==> src/rtl/pe_traffic_engine_if.sv <==
// pe_traffic_engine_if: flit injection/ejection channel between router port 5 and the PE.
interface pe_traffic_engine_if;
  logic [19:0] datain;
  logic        in_valid;
  logic        ci;
  logic [19:0] dataout;
  logic        out_valid;
  modport master (output datain, in_valid, ci, input dataout, out_valid);
  modport slave (input datain, in_valid, ci, output dataout, out_valid);
endinterface

==> src/rtl/pe_traffic_engine.sv <==
// pe_traffic_engine: paced, credit-throttled single-flit injector with ejection checking and statistics.
module pe_traffic_engine #(
  parameter int         BUF_DEPTH = 4,
  parameter int         GAP_W     = 8,
  parameter int         CNT_W     = 16,
  parameter logic [3:0] LFSR_SEED = 4'b1011
) (
  input  logic                 clk,
  input  logic                 RST,
  input  logic [3:0]           position,
  input  logic                 enable,
  input  logic [GAP_W-1:0]     gap,
  input  logic [CNT_W-1:0]     num_packets,
  pe_traffic_engine_if.slave   link,
  output logic [CNT_W-1:0]     tx_count,
  output logic [CNT_W-1:0]     rx_count,
  output logic [CNT_W-1:0]     err_count,
  output logic                 credit_err,
  output logic                 done
);
  localparam int CW = $clog2(BUF_DEPTH + 1);
  typedef enum logic [1:0] {IDLE, GAP, WAIT, SEND} state_t;
  state_t           state;
  logic [CW-1:0]    credits;
  logic [GAP_W-1:0] cnt;
  logic [11:0]      seq;
  logic [3:0]       lfsr;
  logic [3:0]       dest;
  logic             last;
  assign dest = (lfsr == position) ? position + 4'd1 : lfsr;
  assign last = (num_packets != '0) && (tx_count == num_packets - CNT_W'(1));
  always_ff @(posedge clk or negedge RST)
    if (!RST) begin
      credits    <= CW'(BUF_DEPTH);
      credit_err <= 1'b0;
    end else if (link.ci && !link.out_valid) begin
      if (credits == CW'(BUF_DEPTH)) credit_err <= 1'b1;
      else credits <= credits + CW'(1);
    end else if (!link.ci && link.out_valid) begin
      credits <= credits - CW'(1);
    end
  always_ff @(posedge clk or negedge RST)
    if (!RST) begin
      state          <= IDLE;
      cnt            <= '0;
      seq            <= '0;
      lfsr           <= LFSR_SEED;
      link.out_valid <= 1'b0;
      link.dataout   <= '0;
      tx_count       <= '0;
      done           <= 1'b0;
    end else begin
      link.out_valid <= 1'b0;
      case (state)
        IDLE: if (enable && !done) begin
          state <= GAP;
          cnt   <= gap;
        end
        GAP: begin
          if (!enable) state <= IDLE;
          else if (cnt == '0) state <= WAIT;
          else cnt <= cnt - GAP_W'(1);
        end
        WAIT: begin
          if (!enable) state <= IDLE;
          else if (credits != '0) begin
            state          <= SEND;
            link.out_valid <= 1'b1;
            link.dataout   <= {dest, position, seq};
          end
        end
        SEND: begin
          seq      <= seq + 12'd1;
          tx_count <= &tx_count ? tx_count : tx_count + CNT_W'(1);
          lfsr     <= {lfsr[2:0], lfsr[3] ^ lfsr[2]};
          if (last) done <= 1'b1;
          if (last || !enable) state <= IDLE;
          else begin
            state <= GAP;
            cnt   <= gap;
          end
        end
      endcase
    end
  always_ff @(posedge clk or negedge RST)
    if (!RST) begin
      rx_count  <= '0;
      err_count <= '0;
    end else if (link.in_valid) begin
      rx_count <= &rx_count ? rx_count : rx_count + CNT_W'(1);
      if (link.datain[19:16] != position)
        err_count <= &err_count ? err_count : err_count + CNT_W'(1);
    end
endmodule
==> src/flat_wrapper.sv <==
// flat-port wrapper written by rule: the top's interface ports become plain ports
module pe_traffic_engine_flat 
#(
  parameter int         BUF_DEPTH = 4,
  parameter int         GAP_W     = 8,
  parameter int         CNT_W     = 16,
  parameter logic [3:0] LFSR_SEED = 4'b1011
)
  (clk, RST, position, enable, gap, num_packets, tx_count, rx_count, err_count, credit_err, done, link_datain, link_in_valid, link_ci, link_dataout, link_out_valid);
  pe_traffic_engine_if link_i ();
  input  logic clk;
  input  logic RST;
  input  logic [3:0] position;
  input  logic enable;
  input  logic [GAP_W-1:0] gap;
  input  logic [CNT_W-1:0] num_packets;
  output logic [CNT_W-1:0] tx_count;
  output logic [CNT_W-1:0] rx_count;
  output logic [CNT_W-1:0] err_count;
  output logic credit_err;
  output logic done;
  input wire logic [$bits(link_i.datain)-1:0] link_datain;
  input wire logic [$bits(link_i.in_valid)-1:0] link_in_valid;
  input wire logic [$bits(link_i.ci)-1:0] link_ci;
  output wire logic [$bits(link_i.dataout)-1:0] link_dataout;
  output wire logic [$bits(link_i.out_valid)-1:0] link_out_valid;
  assign link_i.datain = link_datain;
  assign link_i.in_valid = link_in_valid;
  assign link_i.ci = link_ci;
  assign link_dataout = link_i.dataout;
  assign link_out_valid = link_i.out_valid;
  pe_traffic_engine #(.BUF_DEPTH(BUF_DEPTH), .GAP_W(GAP_W), .CNT_W(CNT_W), .LFSR_SEED(LFSR_SEED)) u_core (.clk(clk), .RST(RST), .position(position), .enable(enable), .gap(gap), .num_packets(num_packets), .link(link_i), .tx_count(tx_count), .rx_count(rx_count), .err_count(err_count), .credit_err(credit_err), .done(done));
endmodule
==> config.mk <==
export PLATFORM = sky130hd
export DESIGN_NAME = pe_traffic_engine_flat
export DESIGN_NICKNAME = d
export VERILOG_FILES = /design/src/rtl/pe_traffic_engine_if.sv /design/src/rtl/pe_traffic_engine.sv /design/src/flat_wrapper.sv
export SDC_FILE = /design/constraint.sdc
export NUM_CORES = 1
export LEC_CHECK = 0
export BUFFER_PORTS_ARGS = -buffer_cell sky130_fd_sc_hd__clkbuf_2
export CAP_MARGIN = 5
export CORE_AREA = 2 2 99 101
export DETAILED_ROUTE_END_ITERATION = 16
export DIE_AREA = 0 0 101 103
export PLACE_DENSITY = 0.83
export SLEW_MARGIN = 20
export SYNTH_ARGS = -nofsm -noshare
export SYNTH_HDL_FRONTEND = slang
export SYNTH_SLANG_ARGS = --single-unit
export TNS_END_PERCENT = 5
==> constraint.sdc <==
create_clock -name clk -period 5.9 [get_ports clk]
set_clock_uncertainty 0.15 [all_clocks]
set_input_delay 0.295 -clock clk [delete_from_list [all_inputs] [get_ports clk]]
set_output_delay 0.295 -clock clk [all_outputs]
set_load 0.02 [all_outputs]
==> results.json, run 1 <==
{
  "critPathCaptureType": "flip-flop",
  "vias_per_cell": 5.60,
  "clock_path_buffers": 2,
  "nFillCells": 761,
  "post-route-util": 0.644,
  "multi_input_area_um2": 2630,
  "ff2ff_path_depth": 7,
  "irDropWorstVdd_mv": 0.264,
  "cts_buffers": 9,
  "synthesis.nets": 599,
  "synthAdderAreaFrac": 0.0253,
  "setup_viol": 0,
  "synth_compound_area_frac": 0.0767,
  "detail_route.first_pass.iterations": 4,
  "coreArea_um2": 9460,
  "clk_pin_slew_ps": 100,
  "die_y_um": 103,
  "vias": 4273,
  "yosys_warnings": 0,
  "min-delay-start": "gap[0]",
  "power.internal_w": 0.00107,
  "critPathSlowestCell": "or4_1",
  "outcome": "complete, no violations",
  "clock.fmax_ghz": 0.350,
  "gp_congestion": 0.884,
  "grt_pass1_wl_mm": 18.6,
  "clock_sinks": 100,
  "wl_per_cell_um": 14.6,
  "synthArstFlopShare": 1.00,
  "drive_gt1_frac": 0.219,
  "post-dp-hpwl_mm": 8.30,
  "slew_headroom": 0.323,
  "cap_violations": 0,
  "grt_pass1_vias": 3931,
  "arrival_ps": 2960,
  "critPathKind": "flip-flop to flip-flop",
  "synth_top_family_by_area": "simple AND/OR/NAND/NOR gates",
  "startpoint_type": "flip-flop",
  "portBuffers": 107,
  "yosysMostFrequentCell": "nand2_1",
  "hold_viol": 0,
  "max_stage_delay_ps": 570,
  "initial_core_util": 0.554,
  "switching_share": 0.343,
  "p_switching_w": 0.000561,
  "io_pins": 124,
  "ant_nets": 0,
  "crit_start": "u_core.cnt[4]",
  "post-synth-top-area-fraction": 0.459,
  "tightest_slew_ps": 1000,
  "die_area_um2": 10400,
  "synth-simple-area-share": 0.233,
  "drt_iter0_markers": 181,
  "ctsResizeCount": 0,
  "pwr-share-comb": 0.216,
  "post-route-period-util": 0.484,
  "reg2reg_from": "u_core.cnt[4]",
  "cts_tree": "yes",
  "gr-total-overflow": 0,
  "ys_seq_area_frac": 0.479,
  "slew_violations": 0,
  "ys.flop_type": "dfrtp_1",
  "hold_class": "input pin to flip-flop",
  "holdPathStages": 3,
  "yosys.cell_types.count": 55,
  "antenna_found_initial": 0,
  "die_x_um": 101,
  "powerDensity_nw_per_um2": 268,
  "seqCellArea_um2": 2510,
  "yosysTopAreaCell": "dfrtp_1",
  "postCtsSetupBuffers": 0,
  "muxShareOfSynthArea": 0.0210,
  "syn2layout_area_growth_pct": 16.3,
  "grt_max_degree": 61,
  "p_leak_nw": 2.96,
  "syn-instance-count": 536,
  "worst-path-max-fanout": 10,
  "syn_area_um2": 5240,
  "syn_area_per_cell_um2": 9.77,
  "synth_edf_count": 0,
  "root_buffer": "clkbuf_8",
  "synth-seq-cells": 100,
  "layout.nets": 707,
  "crit_required_ps": 6010,
  "rsz0062_at_grt": "no",
  "globalRouteTotalUtil": 0.224,
  "path_cells": "or4_1, nor4b_1, mux2i_1, nand3b_1, nor3_1, a21o_1, a221o_1",
  "p_clk_frac": 0.261,
  "wirelength_mm": 11.2,
  "synth_common_cells": "109 x nand2_1, 96 x dfrtp_1, 55 x xnor2_1, 32 x xor2_1, 30 x nand3_1",
  "synthXorXnorAreaFrac": 0.145,
  "tns_ps": 0,
  "synth.area.top_cells": "dfrtp_1 46%, xnor2_1 9.2%, nand2_1 7.8%",
  "clk_latency_ps": 360,
  "seqPwrFrac": 0.523,
  "htree_levels": 3,
  "period_needed_ps": 2850,
  "drc_errors": 0,
  "rows": 36,
  "holdBufCountCts": 3,
  "antenna_cells": 0
}
## cell usage in the layout, fill, tap and decap left out, types with 5 or more instances in the layout
master,synthesis,final
ha_1,9,9
nand4_1,16,16
or3_1,5,5
nand2_1,109,109
inv_1,10,10
clkbuf_8,0,9
nor3_1,11,11
o21ai_0,12,12
and4_1,7,7
and3_1,10,10
mux2i_1,5,5
xnor2_1,55,55
nand3_1,30,30
and2_1,5,5
nor2_1,25,25
nor2b_1,8,8
nor4_1,5,5
clkbuf_2,0,106
a21oi_1,14,14
xor2_1,32,32
dfrtp_1,96,96
## registers in the layout (all words and copies together), names as in the netlist
signal and count:
u_core.link.dataout 20, u_core.err_count 16, u_core.rx_count 16, u_core.tx_count 16, u_core.seq 12, u_core.cnt 8, u_core.lfsr 4, u_core.credits 3
u_core.state 2, u_core.credit_err 1, u_core.done 1, u_core.link.out_valid 1
## critical path: cells and delay by family (launching register included)
kind               cells  cell delay (ps)
and+or+nand+nor        4             1570
AOI/OAI and AO/OA      2              450
DFF                    1              440
muxes                  1              150
## cells by family (layout without fill, tap and decap cells)
logic type               count (synthesis)  count (layout)
adder cells (fa/ha/maj)                 10              10
AO/OA/AOI/OAI                           57              57
AND/OR/NAND/NOR                        248             248
XOR/XNOR                                87              87
flip-flops                             100             100
multiplexers                             9               9
buffers and inverters                   25             138
## power by group through the flow
stage	Sequential [W]	Clock, W	Combinational [W]
floorplan	0.000900	0	0.000192
global placement	0.000861	0	0.000341
detailed placement	0.000869	0	0.000355
CTS	0.000856	0.000440	0.000357
global route	0.000871	0.000476	0.000401
finish	0.000855	0.000427	0.000353
## area by class of cell
class                      instances  share of cell area
multi-input combinational        411               0.431
sequential                       100               0.411
timing repair buffer             111              0.0945
tap                              114              0.0234
clock buffer                       9              0.0203
clock inverter                     7              0.0121
inverter                          11             0.00678
## per-layer routing
layer  global-route usage  up-vias  wire, um
met5                    0        -         0
met4               0.0593        0       128
met3               0.0468       12       596
met2                0.367      127      5370
met1                0.306     2059      5080
li1                     -     2075         -
## per-stage QoR
step                std cells  total power [W]  setup WS [ps]  hold slack (ps)  cell area (um2)
floorplan                 536          0.00109           3090             -151             5240
global placement          744          0.00120           2790              143             5870
detailed placement        744          0.00122           2740              148             5870
CTS                       763          0.00165           3040             15.1             6090
global route              763          0.00175           2750             5.88             6090
finish                    763          0.00163           3050             35.7             6090
## path summary, 6_finish.rpt
check                                                to  slack (ps)
worst min-delay path                      u_core.cnt[0]          40
worst min register to register           u_core.seq[11]         330
max in group asynchronous               u_core.state[1]        4210
worst max register to register            u_core.cnt[2]        3050
min in group asynchronous       u_core.link.dataout[10]         260
worst max-delay path                      u_core.cnt[2]        3050
(Power assumes the default switching activity.)
==> run 2: changes to the inputs <==
ABC_AREA = 1   (was unset)
CORE_AREA = 2 2 109 111   (was 2 2 99 101)
DIE_AREA = 0 0 111 113   (was 0 0 101 103)
PLACE_DENSITY = 0.76   (was 0.83)
clock period = 2.53 ns   (was 5.9 ns; I/O delays follow)
==> run 2 against run 1 <==
Critical path type unchanged. Combinational power increased by 150%. First-iteration DRC count rose by 50%. Largest cell class unchanged. Count of clock-buffer cells in the layout is 1 higher.
==> results.json, run 2 <==
{
  "die_y_um": 113,
  "io_pins": 124,
  "p_switching_w": 0.00135,
  "grt_pass1_vias": 4550,
  "irDropWorstVdd_mv": 0.600,
  "post-synth-top-area-fraction": 0.431,
  "clock.fmax_ghz": 0.452,
  "worst_hold_slack_ps": 1.51,
  "ff2ff_path_depth": 11,
  "cts_tree": "yes",
  "coreArea_um2": 11300,
  "drt_iter0_markers": 272,
  "final_cell_mix": "173 x nand2_1, 106 x clkbuf_2, 96 x dfrtp_1, 79 x inv_1, 68 x nor2_1",
  "period_needed_ps": 2210,
  "top_register": "u_core.link.dataout",
  "synthArstFlopShare": 1.00,
  "max_stage_delay_ps": 430,
  "tightest_slew_ps": 855,
  "syn2layout_area_growth_pct": 20.6,
  "seqPwrFrac": 0.465,
  "clk_latency_ps": 340,
  "synth-seq-cells": 100,
  "min_to": "u_core.cnt[1]",
  "antenna_found_initial": 0,
  "wirelength_mm": 12.1,
  "htree_levels": 3,
  "switching_share": 0.316,
  "rows": 39,
  "gr-total-overflow": 0,
  "yosysMostFrequentCell": "nand2_1",
  "critPathSlowestCell": "dfrtp_1",
  "drive_gt1_frac": 0.205,
  "startpoint_type": "flip-flop",
  "crit_family": "simple AND/OR/NAND/NOR gates",
  "clock_path_buffers": 2,
  "yosys_warnings": 0,
  "vias_per_cell": 4.90,
  "portBuffers": 107,
  "syn_area_um2": 5570,
  "yosys.cell_types.count": 36,
  "ys.flop_type": "dfrtp_1",
  "crit_required_ps": 2600,
  "slew_violations": 0,
  "reg2reg_from": "u_core.err_count[0]",
  "nFillCells": 1031,
  "outcome": "complete, no violations",
  "p_clk_frac": 0.330,
  "syn_area_per_cell_um2": 8.17,
  "syn-instance-count": 682,
  "powerDensity_nw_per_um2": 635,
  "critPathKind": "flip-flop to flip-flop",
  "rsz0062_at_grt": "no",
  "largest_reg_flops": 20,
  "hold_viol": 0,
  "r2r_end": "u_core.err_count[14]",
  "initial_core_util": 0.494,
  "yosysTopAreaCell": "dfrtp_1",
  "pwr-share-comb": 0.205,
  "synth_edf_count": 0,
  "synth.area.top_cells": "dfrtp_1 43%, nand2_1 12%, xor2_1 8.8%",
  "synth_common_cells": "173 x nand2_1, 96 x dfrtp_1, 79 x inv_1, 68 x nor2_1, 56 x xor2_1",
  "gp_congestion": 0.886,
  "clk_pin_slew_ps": 70,
  "antenna_cells": 0,
  "clock_sinks": 100,
  "layout.nets": 871,
  "arrival_ps": 2280,
  "wl_per_cell_um": 12.7,
  "cp.buffers_inverters": 1,
  "worst-path-max-fanout": 5,
  "globalRouteTotalUtil": 0.201,
  "holdPathStages": 5,
  "min-delay-start": "gap[1]",
  "ant_nets": 0,
  "ys_seq_area_frac": 0.450,
  "p_leak_nw": 3.37,
  "post-route-period-util": 0.874,
  "critPathCaptureType": "flip-flop",
  "final_common_cell": "nand2_1",
  "hold_class": "input pin to flip-flop",
  "cts_buffers": 9,
  "root_buffer": "clkbuf_16",
  "synthesis.nets": 745,
  "grt_pass1_wl_mm": 21.0,
  "tns_ps": 0,
  "drc_errors": 0,
  "die_area_um2": 12500,
  "setup_viol": 0,
  "grt_max_degree": 45,
  "vias": 4683,
  "die_x_um": 111,
  "detail_route.first_pass.iterations": 5,
  "power.internal_w": 0.00292,
  "path_cells": "ha_1, inv_1, nor2_1, nand3_1, nor3_2, a21oi_1, nand2_1, or2_2, nor2_1, nand2_1, xor2_1",
  "cap_violations": 0,
  "post-dp-hpwl_mm": 9.16,
  "r2r_slack_ps": 320,
  "slew_headroom": 0.429
}
-- run 2: cell types whose count changed in the layout (fill, tap and decap cells not counted), moves of 10 or more --
cell / change
nor2_1: +43
and3_1: -10
nand3_1: +14
xor2_1: +24
nand2_1: +64
xnor2_1: -30
inv_1: +69
o21ai_0: +22
-- run 2: power groups by stage --
stage / Combinational [W] / Clock [W] / Sequential [W]
floorplan: 0.000404 / 0 / 0.00214
finish: 0.000875 / 0.00141 / 0.00198
global placement: 0.000850 / 0 / 0.00201
CTS: 0.000887 / 0.00144 / 0.00199
detailed placement: 0.000871 / 0 / 0.00202
global route: 0.000984 / 0.00151 / 0.00202
-- run 2: worst max path at each step --
stage,from,end,slack (ps),cells past startpoint
after floorplan,u_core.rx_count[0],u_core.rx_count[15],420,12
after global placement,u_core.err_count[0],u_core.err_count[14],370,11
after detailed placement,u_core.err_count[0],u_core.err_count[14],330,11
after CTS,u_core.err_count[0],u_core.err_count[14],300,11
after global routing,u_core.rx_count[0],u_core.rx_count[13],80,12
final,u_core.err_count[0],u_core.err_count[14],320,11
-- run 2: cell type report --
type / instances / area (um2) / area share
multi-input combinational: 495 / 2730 / 0.406
clock buffer: 10 / 239 / 0.0356
tap: 143 / 179 / 0.0266
inverter: 80 / 305 / 0.0454
clock inverter: 6 / 71.3 / 0.0106
sequential: 100 / 2510 / 0.373
timing repair buffer: 122 / 688 / 0.102
-- run 2: kinds of logic after synthesis --
group | count (synthesis) | synth area share
compound gates | 52 | 0.0512
xor+xnor | 81 | 0.127
fa+ha+maj | 10 | 0.0238
buf+inv | 87 | 0.0602
flops | 100 | 0.450
mux | 5 | 0.0101
simple gates | 347 | 0.277
-- run 2: through the flow --
stage / utilization / cell area [um2] / setup slack, ps / cells / total power (W)
CTS: 0.596 / 6720 / 305 / 956 / 0.00431
global placement: 0.560 / 6310 / 375 / 930 / 0.00286
finish: 0.596 / 6720 / 318 / 956 / 0.00427
floorplan: - / 5570 / 422 / 682 / 0.00254
detailed placement: 0.560 / 6310 / 332 / 930 / 0.00289
global route: 0.596 / 6720 / 76.0 / 956 / 0.00451
-- run 2: what timing repair did --
| action | CTS | global route |
|---|---|---|
| setup buffers | 0 | 0 |
| hold buffers | 10 | 0 |
| gates resized for setup | 0 | 0 |
| endpoints found under the hold margin | 48 | 0 |
-- run 2: routing by layer --
metal | routed length [um] | share of wire | vias up | global-route usage
met1 | 5560 | 0.46 | 2183 | 0.267
met2 | 5870 | 0.48 | 82 | 0.338
met3 | 552 | 0.046 | 10 | 0.0520
li1 | - | - | 2408 | -
met4 | 125 | 0.010 | 0 | 0.0383
met5 | 0 | 0 | - | 0
-- run 2: worst min-delay path: stages --
cell      delay (ps)
clkbuf_2          80
nand2_1           50
o21ai_0           60
nand3_1           70
nand2_1           60
